$ cat config.mk
export PLATFORM = sky130hd
export DESIGN_NAME = vga_axil_master_fsm_flat
export DESIGN_NICKNAME = d
export VERILOG_FILES = /design/src/rtl/vga_axil_pkg.sv /design/src/rtl/vga_axil_if.sv /design/src/rtl/vga_axil_master_fsm.sv /design/src/flat_wrapper.sv
export SDC_FILE = /design/constraint.sdc
export NUM_CORES = 1
export LEC_CHECK = 0
export CORE_ASPECT_RATIO = 0.8
export CORE_MARGIN = 2
export CORE_UTILIZATION = 39
export DETAILED_ROUTE_END_ITERATION = 10
export PLACE_DENSITY = 0.92
export SETUP_SLACK_MARGIN = 0.15
export SYNTH_ARGS = -nofsm -noshare
export SYNTH_HDL_FRONTEND = slang
export SYNTH_SLANG_ARGS = --single-unit
$ cat constraint.sdc
create_clock -name clk_i -period 2 [get_ports clk_i]
set_input_delay 0.6 -clock clk_i [delete_from_list [all_inputs] [get_ports clk_i]]
set_output_delay 0.6 -clock clk_i [all_outputs]
set_load 0.05 [all_outputs]
$ cat src/rtl/vga_axil_pkg.sv
`default_nettype none
// ============================================================================
// Module   : vga_axil_pkg
// Brief    : Shared AXI-Lite types, arbitration select and master FSM states.
// Revision : 1.0
// ============================================================================
package vga_axil_pkg;

  localparam int c_AXIL_ADDR_W = 32;
  localparam int c_AXIL_DATA_W = 32;
  localparam int c_AXIL_STRB_W = c_AXIL_DATA_W / 8;

  typedef logic [c_AXIL_ADDR_W-1:0] axil_addr_t;
  typedef logic [c_AXIL_DATA_W-1:0] axil_data_t;
  typedef logic [c_AXIL_STRB_W-1:0] axil_strb_t;

  typedef enum logic [1:0] {
    RESP_OKAY   = 2'b00,
    RESP_EXOKAY = 2'b01,
    RESP_SLVERR = 2'b10,
    RESP_DECERR = 2'b11
  } axil_resp_e;

  typedef enum logic {
    ARB_WR = 1'b0,
    ARB_RD = 1'b1
  } axil_arb_e;

  typedef enum logic [2:0] {
    IDLE    = 3'd0,
    WR_AW_W = 3'd1,
    WR_B    = 3'd2,
    RD_AR   = 3'd3,
    RD_R    = 3'd4
  } axil_state_e;

  // Expands a byte strobe into a bit mask over the data word.
  function automatic axil_data_t strb_mask(input axil_strb_t strb);
    axil_data_t mask;
    for (int i = 0; i < c_AXIL_STRB_W; i++) begin
      mask[8*i +: 8] = {8{strb[i]}};
    end
    return mask;
  endfunction

endpackage
`default_nettype wire

$ cat src/rtl/vga_axil_if.sv
`default_nettype none
// ============================================================================
// Module   : vga_axil_if
// Brief    : AXI-Lite bundle (AW, W, B, AR, R) with master and slave views.
// Revision : 1.0
// ============================================================================
interface vga_axil_if;

  logic                     awvalid;
  logic                     awready;
  vga_axil_pkg::axil_addr_t awaddr;
  logic [2:0]               awprot;

  logic                     wvalid;
  logic                     wready;
  vga_axil_pkg::axil_data_t wdata;
  vga_axil_pkg::axil_strb_t wstrb;

  logic                     bvalid;
  logic                     bready;
  vga_axil_pkg::axil_resp_e bresp;

  logic                     arvalid;
  logic                     arready;
  vga_axil_pkg::axil_addr_t araddr;
  logic [2:0]               arprot;

  logic                     rvalid;
  logic                     rready;
  vga_axil_pkg::axil_data_t rdata;
  vga_axil_pkg::axil_resp_e rresp;

  modport master (
    output awvalid, awaddr, awprot, wvalid, wdata, wstrb, bready,
    output arvalid, araddr, arprot, rready,
    input  awready, wready, bvalid, bresp, arready, rvalid, rdata, rresp
  );

  modport slave (
    input  awvalid, awaddr, awprot, wvalid, wdata, wstrb, bready,
    input  arvalid, araddr, arprot, rready,
    output awready, wready, bvalid, bresp, arready, rvalid, rdata, rresp
  );

endinterface
`default_nettype wire

$ cat src/rtl/vga_axil_master_fsm.sv
`default_nettype none
// ============================================================================
// Module   : vga_axil_master_fsm
// Brief    : Native write/read request port to AXI-Lite master, inline arbiter.
// Revision : 1.0
// ============================================================================
module vga_axil_master_fsm
  import vga_axil_pkg::*;
#(
  parameter bit RR_EN = 1'b1
) (
  input  logic       clk_i,
  input  logic       rst_i,

  input  logic       wr_valid_i,
  output logic       wr_ready_o,
  input  axil_addr_t wr_addr_i,
  input  axil_data_t wr_data_i,
  input  axil_strb_t wr_strb_i,

  input  logic       rd_valid_i,
  output logic       rd_ready_o,
  input  axil_addr_t rd_addr_i,

  output logic       wr_done_o,
  output axil_resp_e wr_resp_o,

  output logic       rd_done_o,
  output axil_data_t rd_data_o,
  output axil_resp_e rd_resp_o,

  vga_axil_if.master axil_if
);

  localparam logic [2:0] c_AXI_PROT = 3'b000;

  axil_state_e r_state;
  axil_state_e w_next_state;
  axil_arb_e   r_last_grant;

  logic        r_awvalid;
  logic        r_wvalid;
  logic        r_arvalid;
  axil_addr_t  r_addr;
  axil_data_t  r_wdata;
  axil_strb_t  r_wstrb;

  logic        r_wr_done;
  logic        r_rd_done;
  axil_resp_e  r_wr_resp;
  axil_resp_e  r_rd_resp;
  axil_data_t  r_rd_data;

  logic        w_wr_wins_tie;
  logic        w_wr_accept;
  logic        w_rd_accept;
  logic        w_aw_done;
  logic        w_w_done;
  logic        w_bready;
  logic        w_rready;
  logic        w_b_hs;
  logic        w_r_hs;

  // A tie goes to write unless round-robin says write was granted last.
  assign w_wr_wins_tie = (RR_EN == 1'b0) || (r_last_grant == ARB_RD);

  assign w_wr_accept = wr_valid_i && wr_ready_o;
  assign w_rd_accept = rd_valid_i && rd_ready_o;

  // A channel counts as done once its valid has dropped or is handshaking now.
  assign w_aw_done = !r_awvalid || axil_if.awready;
  assign w_w_done  = !r_wvalid  || axil_if.wready;
  assign w_b_hs    = w_bready && axil_if.bvalid;
  assign w_r_hs    = w_rready && axil_if.rvalid;

  always_ff @(posedge clk_i) begin
    if (rst_i) begin
      r_state <= IDLE;
    end else begin
      r_state <= w_next_state;
    end
  end

  always_comb begin
    w_next_state = r_state;
    case (r_state)
      IDLE: begin
        if (w_wr_accept) begin
          w_next_state = WR_AW_W;
        end else if (w_rd_accept) begin
          w_next_state = RD_AR;
        end
      end
      WR_AW_W: begin
        if (w_aw_done && w_w_done) begin
          w_next_state = WR_B;
        end
      end
      WR_B: begin
        if (axil_if.bvalid) begin
          w_next_state = IDLE;
        end
      end
      RD_AR: begin
        if (axil_if.arready) begin
          w_next_state = RD_R;
        end
      end
      RD_R: begin
        if (axil_if.rvalid) begin
          w_next_state = IDLE;
        end
      end
      default: w_next_state = IDLE;
    endcase
  end

  always_comb begin
    wr_ready_o = 1'b0;
    rd_ready_o = 1'b0;
    w_bready   = 1'b0;
    w_rready   = 1'b0;
    case (r_state)
      IDLE: begin
        wr_ready_o = !rd_valid_i || w_wr_wins_tie;
        rd_ready_o = !wr_valid_i || !w_wr_wins_tie;
      end
      WR_B:    w_bready = 1'b1;
      RD_R:    w_rready = 1'b1;
      default: ;
    endcase
  end

  always_ff @(posedge clk_i) begin
    if (rst_i) begin
      r_last_grant <= ARB_RD;
      r_awvalid    <= 1'b0;
      r_wvalid     <= 1'b0;
      r_arvalid    <= 1'b0;
      r_addr       <= '0;
      r_wdata      <= '0;
      r_wstrb      <= '0;
      r_wr_done    <= 1'b0;
      r_rd_done    <= 1'b0;
      r_wr_resp    <= RESP_OKAY;
      r_rd_resp    <= RESP_OKAY;
      r_rd_data    <= '0;
    end else begin
      r_wr_done <= 1'b0;
      r_rd_done <= 1'b0;

      if (w_wr_accept) begin
        r_addr       <= wr_addr_i;
        r_wdata      <= wr_data_i;
        r_wstrb      <= wr_strb_i;
        r_awvalid    <= 1'b1;
        r_wvalid     <= 1'b1;
        r_last_grant <= ARB_WR;
      end else if (w_rd_accept) begin
        r_addr       <= rd_addr_i;
        r_arvalid    <= 1'b1;
        r_last_grant <= ARB_RD;
      end

      if (r_awvalid && axil_if.awready) begin
        r_awvalid <= 1'b0;
      end
      if (r_wvalid && axil_if.wready) begin
        r_wvalid <= 1'b0;
      end
      if (r_arvalid && axil_if.arready) begin
        r_arvalid <= 1'b0;
      end

      // Responses are passed through as-is; an error never triggers a retry.
      if (w_b_hs) begin
        r_wr_resp <= axil_if.bresp;
        r_wr_done <= 1'b1;
      end
      if (w_r_hs) begin
        r_rd_data <= axil_if.rdata;
        r_rd_resp <= axil_if.rresp;
        r_rd_done <= 1'b1;
      end
    end
  end

  assign axil_if.awvalid = r_awvalid;
  assign axil_if.awaddr  = r_addr;
  assign axil_if.awprot  = c_AXI_PROT;
  assign axil_if.wvalid  = r_wvalid;
  assign axil_if.wdata   = r_wdata;
  assign axil_if.wstrb   = r_wstrb;
  assign axil_if.bready  = w_bready;
  assign axil_if.arvalid = r_arvalid;
  assign axil_if.araddr  = r_addr;
  assign axil_if.arprot  = c_AXI_PROT;
  assign axil_if.rready  = w_rready;

  assign wr_done_o = r_wr_done;
  assign wr_resp_o = r_wr_resp;
  assign rd_done_o = r_rd_done;
  assign rd_data_o = r_rd_data;
  assign rd_resp_o = r_rd_resp;

endmodule
`default_nettype wire

$ cat src/flat_wrapper.sv
// flat-port wrapper written by rule: the top's interface ports become plain ports
module vga_axil_master_fsm_flat import vga_axil_pkg::*;
#(
  parameter bit RR_EN = 1'b1
)
  (clk_i, rst_i, wr_valid_i, wr_ready_o, wr_addr_i, wr_data_i, wr_strb_i, rd_valid_i, rd_ready_o, rd_addr_i, wr_done_o, wr_resp_o, rd_done_o, rd_data_o, rd_resp_o, axil_if_awvalid, axil_if_awaddr, axil_if_awprot, axil_if_wvalid, axil_if_wdata, axil_if_wstrb, axil_if_bready, axil_if_arvalid, axil_if_araddr, axil_if_arprot, axil_if_rready, axil_if_awready, axil_if_wready, axil_if_bvalid, axil_if_bresp, axil_if_arready, axil_if_rvalid, axil_if_rdata, axil_if_rresp);
  vga_axil_if axil_if_i ();
  input  logic clk_i;
  input  logic rst_i;
  input  logic wr_valid_i;
  output logic wr_ready_o;
  input  axil_addr_t wr_addr_i;
  input  axil_data_t wr_data_i;
  input  axil_strb_t wr_strb_i;
  input  logic rd_valid_i;
  output logic rd_ready_o;
  input  axil_addr_t rd_addr_i;
  output logic wr_done_o;
  output axil_resp_e wr_resp_o;
  output logic rd_done_o;
  output axil_data_t rd_data_o;
  output axil_resp_e rd_resp_o;
  output wire logic [$bits(axil_if_i.awvalid)-1:0] axil_if_awvalid;
  output wire logic [$bits(axil_if_i.awaddr)-1:0] axil_if_awaddr;
  output wire logic [$bits(axil_if_i.awprot)-1:0] axil_if_awprot;
  output wire logic [$bits(axil_if_i.wvalid)-1:0] axil_if_wvalid;
  output wire logic [$bits(axil_if_i.wdata)-1:0] axil_if_wdata;
  output wire logic [$bits(axil_if_i.wstrb)-1:0] axil_if_wstrb;
  output wire logic [$bits(axil_if_i.bready)-1:0] axil_if_bready;
  output wire logic [$bits(axil_if_i.arvalid)-1:0] axil_if_arvalid;
  output wire logic [$bits(axil_if_i.araddr)-1:0] axil_if_araddr;
  output wire logic [$bits(axil_if_i.arprot)-1:0] axil_if_arprot;
  output wire logic [$bits(axil_if_i.rready)-1:0] axil_if_rready;
  input wire logic [$bits(axil_if_i.awready)-1:0] axil_if_awready;
  input wire logic [$bits(axil_if_i.wready)-1:0] axil_if_wready;
  input wire logic [$bits(axil_if_i.bvalid)-1:0] axil_if_bvalid;
  input wire logic [$bits(axil_if_i.bresp)-1:0] axil_if_bresp;
  input wire logic [$bits(axil_if_i.arready)-1:0] axil_if_arready;
  input wire logic [$bits(axil_if_i.rvalid)-1:0] axil_if_rvalid;
  input wire logic [$bits(axil_if_i.rdata)-1:0] axil_if_rdata;
  input wire logic [$bits(axil_if_i.rresp)-1:0] axil_if_rresp;
  assign axil_if_awvalid = axil_if_i.awvalid;
  assign axil_if_awaddr = axil_if_i.awaddr;
  assign axil_if_awprot = axil_if_i.awprot;
  assign axil_if_wvalid = axil_if_i.wvalid;
  assign axil_if_wdata = axil_if_i.wdata;
  assign axil_if_wstrb = axil_if_i.wstrb;
  assign axil_if_bready = axil_if_i.bready;
  assign axil_if_arvalid = axil_if_i.arvalid;
  assign axil_if_araddr = axil_if_i.araddr;
  assign axil_if_arprot = axil_if_i.arprot;
  assign axil_if_rready = axil_if_i.rready;
  assign axil_if_i.awready = axil_if_awready;
  assign axil_if_i.wready = axil_if_wready;
  assign axil_if_i.bvalid = axil_if_bvalid;
  assign axil_if_i.bresp = axil_if_bresp;
  assign axil_if_i.arready = axil_if_arready;
  assign axil_if_i.rvalid = axil_if_rvalid;
  assign axil_if_i.rdata = axil_if_rdata;
  assign axil_if_i.rresp = axil_if_rresp;
  vga_axil_master_fsm #(.RR_EN(RR_EN)) u_core (.clk_i(clk_i), .rst_i(rst_i), .wr_valid_i(wr_valid_i), .wr_ready_o(wr_ready_o), .wr_addr_i(wr_addr_i), .wr_data_i(wr_data_i), .wr_strb_i(wr_strb_i), .rd_valid_i(rd_valid_i), .rd_ready_o(rd_ready_o), .rd_addr_i(rd_addr_i), .wr_done_o(wr_done_o), .wr_resp_o(wr_resp_o), .rd_done_o(rd_done_o), .rd_data_o(rd_data_o), .rd_resp_o(rd_resp_o), .axil_if(axil_if_i));
endmodule
==> metrics.md, run 1 <==
| Metric | Value |
|---|---|
| Status | `finished with violations` |
| Failing checks | `setup timing` |
| Htree depth | `4` |
| Row count | `37` |
| FILL cells | `1,052` |
| Worst hold margin | `0.456 ns` |
| Global-route wire length before repair | `29,400 um` |
| Commonest non-fill, non-tap cells in the layout | `buf_4, clkdlybuf4s50_1, dfxtp_1` |
| VDD IR max | `793 uV` |
| Nets | `1,005` |
| Crit path DAT | `1.44 ns` |
| Per-cell routed wire length | `18.1 um` |
| Detail Placement HPWL | `13,100 um` |
| Core ar. | `13,000 sq um` |
| Vias per cell | `5.59` |
| Seq pwr share | `22.7%` |
| Place WS | `-0.249 ns` |
| Final Setup Violations | `1` |
| Starting DRT DRC Count | `396` |
| Clk buf depth | `2` |
| Post-synthesis instance total | `621` |
| Vias after detailed routing | `5,860` |
| Power Internal | `7.31 mW` |
| Final hold viol count | `0` |
| Root buffer cell | `clkbuf_16` |
| Initial Utilization | `40.3%` |
| Placed instance count | `1,006` |
| Cts hold-fix bufs | `0` |
| CTS tree | `done` |
| Die height | `107 um` |
| Psw | `6.50 mW` |
| Syn avg cell area | `8.41 sq um` |
| Placed Area | `7870 sq um` |
| # DRC | `0` |
| Clock sink count | `113` |
| Antenna Violating Nets Remaining | `0` |
| RSZ-0062 raised after global routing | `yes` |
| Layout Utilization | `66.9%` |
| Design area | `8670 sq um` |
| Logic pwr share | `54.8%` |
| Power per Cell Area | `1590 nW/um^2` |
| Critical path startpoint category | `flop` |
| Count of cell types in the netlist | `39` |
| Post-synth top area cell | `dfxtp_1` |
| CP Max Fanout | `2` |
| Clk pwr share | `22.5%` |
| Ant diodes | `0` |
| Worst setup EP type | `output pin` |
| Ports | `296` |
| Skew-Pair Late Insertion Delay | `0.40 ns` |
| Commonest non-fill, non-tap cell in the layout | `buf_4` |
| Num CTS Buffers | `17` |
| Post-layout min period | `2.04 ns` |
| Die area | `14,300 sq um` |
| Synth warn | `0` |
| Die X-Extent | `133 um` |
| Lkg Pwr | `3.43 nW` |
| Period utilization | `102%` |
| Largest net degree at the start of global routing | `69` |
| Layout Cells excl Fill | `1,048` |
| Share of layout cells above drive strength 1 | `28.2%` |
| Sw frac | `47.1%` |
| First-pass iteration count of the detailed router | `4` |
| Clk slew on worst S/H paths | `0.05 ns` |
| Vias in the first global route | `5,785` |
| Mapped cell area | `5220 sq um` |
| Gr usage total | `25.5%` |
| Final setup skew | `0.0101 ns` |
| Port Buf Inserts | `289` |
| Detailed Route WL | `18,900 um` |
| FMAX | `489 MHz` |
| Post-synthesis sequential area ratio | `43.3%` |
| Worst min-delay path class | `reg -> reg` |
| Synthesis-stage register bit count | `113` |
| Remaining Overflow, GRT | `0` |
| Top cell type's share of synthesized area | `43.3%` |
| Routability cong. | `0.825` |
| Top cells by area, synth | `dfxtp_1, a21oi_1, o31ai_1, nand4_1, buf_4` |
| Total of max-cap violations | `0` |
| Req. time, crit path | `1.40 ns` |
| Final Max Slew Viols | `0` |
| Area delta synth->final | `66.0%` |
| Critical path class | `reg -> out` |
| Final WS setup | `-0.0436 ns` |
| Antenna violations before repair | `0` |
-- cells in the mapped netlist --
library cell and count:
nand2b_1 5, inv_2 1, a2111oi_0 1, and2_1 1
o21ba_2 1, nor3_2 1, conb_1 1, nor3b_1 1
nand4_1 68, or3_1 2, or2_0 1, a21oi_1 107
nor3_1 1, o2bb2ai_1 1, o22ai_1 1, inv_1 2
a311oi_2 1, o21ai_0 1, buf_6 3, nand4bb_1 1
nand3b_1 1, o31ai_1 69, and3b_1 1, clkbuf_1 50
nor4bb_1 1, buf_4 38, buf_2 20, dfxtp_1 113
nor2_1 6, a311oi_1 32, nand2_1 69, buf_1 9
or4_1 2, and4bb_2 1, mux2i_1 2, a31oi_1 1
a311o_1 1, nor2b_1 3, a211o_1 1
-- area by class of cell --
cell class / instances / area, sq um / share of cell area [%]
clock buffers: 17 / 425 / 4.91
repair buffers: 335 / 3120 / 36.0
multi-input cells: 390 / 2440 / 28.2
well taps: 175 / 219 / 2.53
inverters: 3 / 11.3 / 0.130
clock inverters: 15 / 184 / 2.12
flip-flops and latches: 113 / 2260 / 26.1
-- worst max-delay path: stages, from the launching register on --
cell	delay [ns]
dfxtp_2	0.32
buf_6	0.12
a2111oi_4	0.41
buf_12	0.19
-- stage by stage --
stage / setup TNS, ns / power, mW
6_report: -0.0436 / 13.8
5_1_grt: -0.160 / 14.4
4_1_cts: -0.0479 / 13.7
3_5_place_dp: -8.74 / 10.3
3_3_place_gp: -3.72 / 10.2
2_1_floorplan: -0.0328 / 8.32
-- path summary, 6_finish.rpt --
kind         slack, ns  depth (start not counted)            startpoint                   endpoint
max              -0.04                          3     u_core.r_state[2]                 rd_ready_o
min               0.46                          2  u_core.rd_data_o[12]       u_core.rd_data_o[12]
max reg2reg       0.11                          9     u_core.r_state[2]  u_core.axil_if.araddr[20]
min reg2reg       0.46                          2  u_core.rd_data_o[12]       u_core.rd_data_o[12]
-- power groups by stage --
stage | combinational (mW) | clock [mW] | sequential (mW)
2_1_floorplan | 3.69 | 0 | 4.63
3_3_place_gp | 7.10 | 0 | 3.14
3_5_place_dp | 7.18 | 0 | 3.16
4_1_cts | 7.42 | 3.15 | 3.12
5_1_grt | 7.94 | 3.29 | 3.18
6_report | 7.57 | 3.11 | 3.13
-- routing by layer --
metal  up-vias  GRT usage [%]  share of wire (%)
met2       285           43.3                 50
li1       2757              -                  -
met4         0           8.66                2.1
met1      2781           30.6                 39
met3        37           8.15                8.6
met5         -              0                  0
-- cells by family after synthesis --
family / count (synthesis) / share of synthesized area [%]
other: 1 / 0.0718
AND/OR/NAND/NOR: 165 / 16.7
multiplexers: 2 / 0.384
AO/OA/AOI/OAI: 217 / 27.1
flip-flops: 113 / 43.3
buffers and inverters: 123 / 12.5
-- what timing repair did --
action / 4_1_cts / 5_1_grt
setup endpoints to repair: 4 / 64
cloned: 0 / 0
setup buffers: 7 / 3
gates resized for setup: 18 / 7
pin swaps: 48 / 11
hold endpoints to repair: 0 / 0
-- sequential cells by signal (all words and copies together) (netlist names), 2 cells and up --
signal,flops
u_core.axil_if.araddr,32
u_core.axil_if.wdata,32
u_core.rd_data_o,32
u_core.axil_if.wstrb,4
u_core.r_state,3
u_core.rd_resp_o,2
u_core.wr_resp_o,2
Note: power is estimated with default switching activity, not from simulation.
==> inputs of run 2 (changes only) <==
--- a/config.mk
+++ b/config.mk
@@ -8,6 +8,7 @@
 export CORE_ASPECT_RATIO = 0.8
 export CORE_MARGIN = 2
 export CORE_UTILIZATION = 39
+export CTS_BUF_LIST = sky130_fd_sc_hd__clkbuf_8 sky130_fd_sc_hd__clkbuf_16
 export DETAILED_ROUTE_END_ITERATION = 10
 export PLACE_DENSITY = 0.92
 export SETUP_SLACK_MARGIN = 0.15
==> results of run 2 <==
The final DEF is identical to that of run 1; final timing and power are the same.
